--- src/rtl/uart_rx.sv ---
// uart_rx: 16x-oversampled UART receiver.
// Recovers start/DBIT data/stop, flags framing errors, pulses done per frame.

module uart_rx #(
  parameter int DBIT    = 8,
  parameter int SB_TICK = 16
) (
  input  logic       clk,
  input  logic       rst,
  input  logic       s_tick,
  input  logic       rx,
  output logic [7:0] dout,
  output logic       rx_done_tick,
  output logic       frame_err
);

  typedef enum logic [1:0] {
    IDLE,
    START,
    DATA,
    STOP
  } state_t;

  localparam int         SH     = 8 - DBIT;
  localparam logic [4:0] S_MID  = 5'd7;
  localparam logic [4:0] S_BIT  = 5'd15;
  localparam logic [4:0] S_STOP = 5'(SB_TICK - 1);
  localparam logic [2:0] N_LAST = 3'(DBIT - 1);

  state_t     state_q, state_d;
  logic [4:0] s_q, s_d;
  logic [2:0] n_q, n_d;
  logic [7:0] b_q, b_d;
  logic       rx_m, rx_s;
  logic [7:0] dout_d;
  logic       done_d;
  logic       ferr_d;

  // two-flop synchronizer, idles high so reset never looks like a start
  always_ff @(posedge clk) begin
    if (rst) begin
      rx_m <= 1'b1;
      rx_s <= 1'b1;
    end else begin
      rx_m <= rx;
      rx_s <= rx_m;
    end
  end

  always_ff @(posedge clk) begin
    if (rst) begin
      state_q <= IDLE;
      s_q     <= '0;
      n_q     <= '0;
      b_q     <= '0;
    end else begin
      state_q <= state_d;
      s_q     <= s_d;
      n_q     <= n_d;
      b_q     <= b_d;
    end
  end

  always_ff @(posedge clk) begin
    if (rst) begin
      dout         <= '0;
      frame_err    <= 1'b0;
      rx_done_tick <= 1'b0;
    end else begin
      dout         <= dout_d;
      frame_err    <= ferr_d;
      rx_done_tick <= done_d;
    end
  end

  always_comb begin
    state_d = state_q;
    s_d     = s_q;
    n_d     = n_q;
    b_d     = b_q;
    dout_d  = dout;
    ferr_d  = frame_err;
    done_d  = 1'b0;
    unique case (state_q)
      IDLE: begin
        if (!rx_s) begin
          state_d = START;
          s_d     = '0;
        end
      end
      START: begin
        if (s_tick) begin
          if (s_q == S_MID) begin
            // a high line at mid start bit is a glitch
            if (!rx_s) begin
              state_d = DATA;
              s_d     = '0;
              n_d     = '0;
            end else begin
              state_d = IDLE;
            end
          end else begin
            s_d = s_q + 5'd1;
          end
        end
      end
      DATA: begin
        if (s_tick) begin
          if (s_q == S_BIT) begin
            s_d = '0;
            b_d = {rx_s, b_q[7:1]};
            if (n_q == N_LAST) begin
              state_d = STOP;
            end else begin
              n_d = n_q + 3'd1;
            end
          end else begin
            s_d = s_q + 5'd1;
          end
        end
      end
      STOP: begin
        if (s_tick) begin
          if (s_q == S_STOP) begin
            state_d = IDLE;
            dout_d  = b_q >> SH;
            ferr_d  = ~rx_s;
            done_d  = 1'b1;
          end else begin
            s_d = s_q + 5'd1;
          end
        end
      end
      default: begin
        state_d = IDLE;
      end
    endcase
  end

endmodule
--- config.mk ---
export PLATFORM = sky130hd
export DESIGN_NAME = uart_rx
export DESIGN_NICKNAME = d
export VERILOG_FILES = /design/src/rtl/uart_rx.sv
export SDC_FILE = /design/constraint.sdc
export NUM_CORES = 1
export LEC_CHECK = 0
export ABC_AREA = 1
export BUFFER_PORTS_ARGS = -buffer_cell sky130_fd_sc_hd__buf_2
export CORE_ASPECT_RATIO = 0.6
export CORE_MARGIN = 10
export CORE_UTILIZATION = 60
export CTS_BUF_LIST = sky130_fd_sc_hd__clkbuf_2 sky130_fd_sc_hd__clkbuf_4 sky130_fd_sc_hd__clkbuf_8
export DETAILED_ROUTE_END_ITERATION = 16
export PLACE_DENSITY = 0.82
export SETUP_SLACK_MARGIN = 0.3
export SLEW_MARGIN = 20
export SYNTH_ARGS = -nofsm -noshare
export SYNTH_HDL_FRONTEND = slang
export SYNTH_SLANG_ARGS = --single-unit
--- constraint.sdc ---
create_clock -name clk -period 3 [get_ports clk]
set_input_delay 0.15 -clock clk [delete_from_list [all_inputs] [get_ports clk]]
set_output_delay 0.15 -clock clk [all_outputs]
set_load 0.005 [all_outputs]
## Yosys cells after proc, flatten, opt, wreduce, memory -nomap -nowiden

Cells that the tools add are included.
W data, S select, Z words.

- Memories: 0
- Output and inout port bits: 10
- Logic and storage cells: 65
- Memory bits (read-only): 0
- Bits in latches: 0
- Flip-flop bits (word level): 30
- Bits of input ports: 4
- Bits in writable memories: 0

- Muxes and demuxes: 26
- Div/mod/pow operators: 0
- Equality and inequality tests: 17
- Bitwise gates (word level): 3
- Shift-type cells: 0
- Reduce and logical (&&, ||, !) cells: 8
- Multipliers: 0
- Magnitude comparators: 0
- Add/sub/neg operators: 2

Operators with widths:

| kind | count |
|---|---|
| $mux W5 | 7 |
| $ne A2 B2 Y1 const B | 11 |
| $pmux W5 S4 | 1 |
| $mux W2 | 9 |
| $mux W3 | 6 |
| $pmux W2 S4 | 1 |
| $reduce_and A8 Y1 | 1 |
| $reduce_and A7 Y1 | 1 |
| $pmux W3 S2 | 1 |
| $reduce_and A3 Y1 | 2 |
| $add A5 B1 Y5 const B | 1 |
| $eq A5 B3 Y1 const B | 1 |
| $eq A5 B4 Y1 const B | 1 |
| $eq A2 B2 Y1 const B | 2 |
| $reduce_and A4 Y1 | 1 |
| $add A3 B1 Y3 const B | 1 |
| $eq A3 B3 Y1 const B | 1 |
| $not A1 Y1 | 3 |
| $reduce_or A3 Y1 | 1 |
| $eq A2 B1 Y1 const B | 1 |
| $logic_not A2 Y1 | 1 |
| $reduce_bool A2 Y1 | 1 |
| $mux W1 | 1 |

## Longest topological paths before layout

- Depth in word-level cells: 5
- Gate-level depth with buffers: 11
- Mapped depth without buffers: 11

## Worst setup path before layout

OpenSTA, ideal clock, no wires.

- Kind: register to register
- From: reg s_q[0]
- To: reg b_q[0]
- Buffers on the path: 0
- Data arrival time: 1.458 ns
- Cell stages (with the launch flop): 10
- Data required time: 2.884 ns
- Clock period less this slack: 1.573 ns
- Slack: 1.427 ns
- Library setup time: 0.116 ns
- Path through: dfxtp_1 > ha_1 > nand2_2 > nor2_1 > ha_1 > nand2_1 > nor2_4 > inv_1 > nor2_1 > nor2_1

- Longest elaborated chain between the ends: 2

Ends and longest elaborated chain:

| item | line | RTL |
|---|---|---|
| start: declaration | 31 | `logic [4:0] s_q, s_d;` |
| start signal: assignment | 53 | `s_q <= '0;` |
| start signal: assignment | 58 | `s_q <= s_d;` |
| $eq A5 B4 Y1 | 109 | `if (s_q == S_BIT) begin` |
| $reduce_and A3 Y1 (no line) | -- |  |
| end signal: assignment | 55 | `b_q <= '0;` |
| end signal: assignment | 60 | `b_q <= b_d;` |
| end: declaration | 33 | `logic [7:0] b_q, b_d;` |

No other way between the ends.
A chain may end at the register's enable or synchronous reset.

## Final worst setup path

- From: reg s_q[0]
- To: reg dout[3]

- Longest elaborated chain between the ends: 2

Ends and longest elaborated chain:

| item | line | RTL |
|---|---|---|
| $eq A5 B4 Y1 | 124 | `if (s_q == S_STOP) begin` |
| $reduce_and A3 Y1 (no line) | -- |  |
| end signal: assignment | 70 | `dout <= dout_d;` |
| end: declaration | 12 | `output logic [7:0] dout,` |

No other way between the ends.

==> flow_summary.yaml <==
worst_setup_path:
  critPathRequiredTime_ns: 3.17
  cp-end-kind: "register"
  r2r_cells: 9
  rr_endpoint: "dout[3]$_SDFFE_PP0P_"
  crit_fanout: 11
  path_cells: "ha_1, nand2_2, nor2_1, ha_1, nand2_1, nor2_2, inv_2, nor2_1, nor2_1"
  max_stage_delay_ns: 0.42
  slowest_stage: "dfxtp_1"
  rrSetupSlack_ns: 0.89
  startpoint_type: "register"
  crit_type: "reg -> reg"
  reg2reg_from: "s_q[0]$_SDFFE_PP0P_"
  critPathArrivalTime_ns: 2.28
  cp_common_cell: "nor2_1"
flow_run:
  drv_cap: 0
routing:
  vias: 1293
  drt_iter0_drc: 157
  dr.pass1.iters: 4
  avgRoutedWirePerCell_um: 14.0
  m1WireLength_mm: 1.37
  top_layer_used: "met4"
  met3_length_um: 313
  ant_nets: 0
  drc_errors: 0
  routed_via_density: 5.53
  wl_met2_mm: 1.52
  wl_mm: 3.29
clock_tree:
  cts_sinks: 30
  cts_hold_buf: 0
  cts_resized: 0
  clockRootBuffer: "clkbuf_8"
  post_cts_buffers: 0
  ctsHtreeMaxLevel: 2
  cts.clk_slew.worst_paths_ns: 0.06
  clock_path_buffers: 2
  cts_buffers: 5
  cts_tree: "built"
  clk_latency_ns: 0.28
synth:
  synth_top_area_share_pct: 42.0
  synth-warning-count: 0
  yosysTopAreaCell: "dfxtp_1"
  synth.area.top_cells: "dfxtp_1 42%, nor2_1 12%, nand2_1 8.1%, o21ai_0 6.3%, ha_1 4.4%"
  netlist-cell-type-count: 29
  synth-seq-cells: 30
  netlist_instances: 189
  synth.cell_area_mm2: 0.00143
  syn-num-nets: 198
  seq_area_frac_synth_pct: 42.0
  syn_avg_cell_area_um2: 7.57
placed_design:
  place_congestion: 0.910
  hpwl_mm: 2.36
  numPortBuffers: 13
  place_ws_ns: 1.02
power:
  switching_share_pct: 24.7
  pwr-share-comb_pct: 10.3
  clock_power_share_pct: 44.2
  switchingPower_uw: 230
  powerDensity_mw_per_mm2: 580
  power.internal_uw: 701
  p_leak_nw: 0.765
  seq_power_share_pct: 45.5
  irDropWorstVdd_v: 0.000393
timing:
  drv_slew: 0
  period_share_pct: 70.4
  setup_viol: 0
  period_needed_ns: 2.11
  hold_viol_final: 0
  max_freq_mhz: 473
  slew-limit-headroom_pct: 61.0
  tightest_slew_ns: 0.585
  rsz0062_at_grt: "no"
  tns_ns: 0
  skew_ns: 0.00379
  setup_ws_ns: 0.887
grt:
  grt_pass1_vias: 1223
  grt_pass1_wl_mm: 5.39
  grt_max_degree: 24
  antenna_found_initial: 0
  grt_remaining_overflow: 0
  track_usage_pct: 13.8
floorplan:
  core-area_mm2: 0.00221
  initial_core_util_pct: 64.6
  chipHeight_um: 57.8
  fp.dieArea_mm2: 0.00480
  ios: 14
  rows: 13
  die_w_um: 83.0
min_path:
  hold_class: "in -> reg"
  hold_path.startpoint: "rx"
  hold_depth: 2
  min_to: "rx_m$_SDFF_PP1_"
cells_and_area:
  n_antenna_cell: 0
  nNetsFinal: 213
  area_growth_pct: 12.3
  nFillCells: 172
  drive_above_1_share_pct: 22.5
run_status:
  status: "completed"
-- cell usage after synthesis (all sizes together) --
cell,n
buf,4
dfxtp,30
or2,3
o21ai,20
nand3,11
inv,13
nor2,51
a21boi,1
nand2,39
nor3,1
clkbuf,1
nand4,2
a21oi,7
clkinv,1
ha,5
-- through the flow --
step	area [µm²]	total power, mW	std cells	hold WS, ns	utilization (%)
after CTS	1610	0.934	234	0.0485	72.6
final	1610	0.931	234	0.0500	72.6
after floorplan	1430	0.511	189	0.212	-
after detailed placement	1490	0.525	227	0.344	67.5
after global placement	1490	0.521	227	0.337	67.5
after global routing	1610	0.965	234	0.0514	72.6
-- placed cells by master, fill, tap and decap left out, types with 2 or more instances in the layout --
cell,instances
nand3_2,2
nor2_4,3
o21ai_0,18
dfxtp_1,30
inv_1,9
inv_6,2
buf_2,13
clkbuf_8,6
nor2_1,44
nand2_2,7
or2_2,2
inv_2,2
a21oi_1,6
nand4_1,2
nand2_1,31
nor2_2,3
ha_1,5
nand3_1,9
-- sequential cells by signal (all words and copies together) (netlist names), named ones only --
name          count
s_q               5
dout              8
n_q               3
rx_done_tick      1
state_q           1
frame_err         1
rx_m              1
rx_s              1
b_q               8
-- cells by family after synthesis --
| family | synth area share (%) |
|---|---|
| AO/OA/AOI/OAI | 10.5 |
| AND/OR/NAND/NOR | 36.0 |
| adder cells (fa/ha/maj) | 4.37 |
| flip-flops | 42.0 |
| buffers and inverters | 7.09 |
-- worst max-delay path, delay by kind of cell, from the launching register on --
kind / cells / cell delay (ns)
flops: 1 / 0.42
simple gates: 6 / 0.94
fa+ha+maj: 2 / 0.47
buf+inv: 1 / 0.17
-- area by class of cell --
class	instances	area [µm²]	area share, %
multi-input cells	140	728	45.3
flip-flops and latches	30	601	37.4
clock buffers	6	82.6	5.14
repair buffers	13	65.1	4.05
inverters	14	62.6	3.89
well taps	30	37.5	2.34
clock inverters	1	30.0	1.87
-- routing by layer --
metal / vias to the layer above / GRT usage, %
li1: 631 / -
met1: 583 / 15.5
met2: 66 / 22.0
met3: 13 / 6.00
met4: 0 / 7.25
met5: - / 0
-- power groups by stage --
stage	Sequential (mW)	Combinational (mW)	Clock, mW
after floorplan	0.417	0.0932	0
after detailed placement	0.432	0.0929	0
final	0.424	0.0958	0.412
after CTS	0.423	0.0943	0.417
after global routing	0.425	0.105	0.435
after global placement	0.432	0.0891	0
-- worst max-delay path by stage --
stage,from,end,slack (ns),depth (start not counted)
floorplan,s_q[0]$_SDFFE_PP0P_,b_q[0]$_SDFFE_PP0P_,1.43,9
global placement,s_q[0]$_SDFFE_PP0P_,dout[7]$_SDFFE_PP0P_,1.17,9
detailed placement,s_q[0]$_SDFFE_PP0P_,dout[3]$_SDFFE_PP0P_,1.02,9
CTS,s_q[0]$_SDFFE_PP0P_,dout[3]$_SDFFE_PP0P_,0.94,9
global route,s_q[0]$_SDFFE_PP0P_,dout[3]$_SDFFE_PP0P_,0.68,9
finish,s_q[0]$_SDFFE_PP0P_,dout[3]$_SDFFE_PP0P_,0.89,9
No activity file was read; power rests on OpenSTA's default activity.
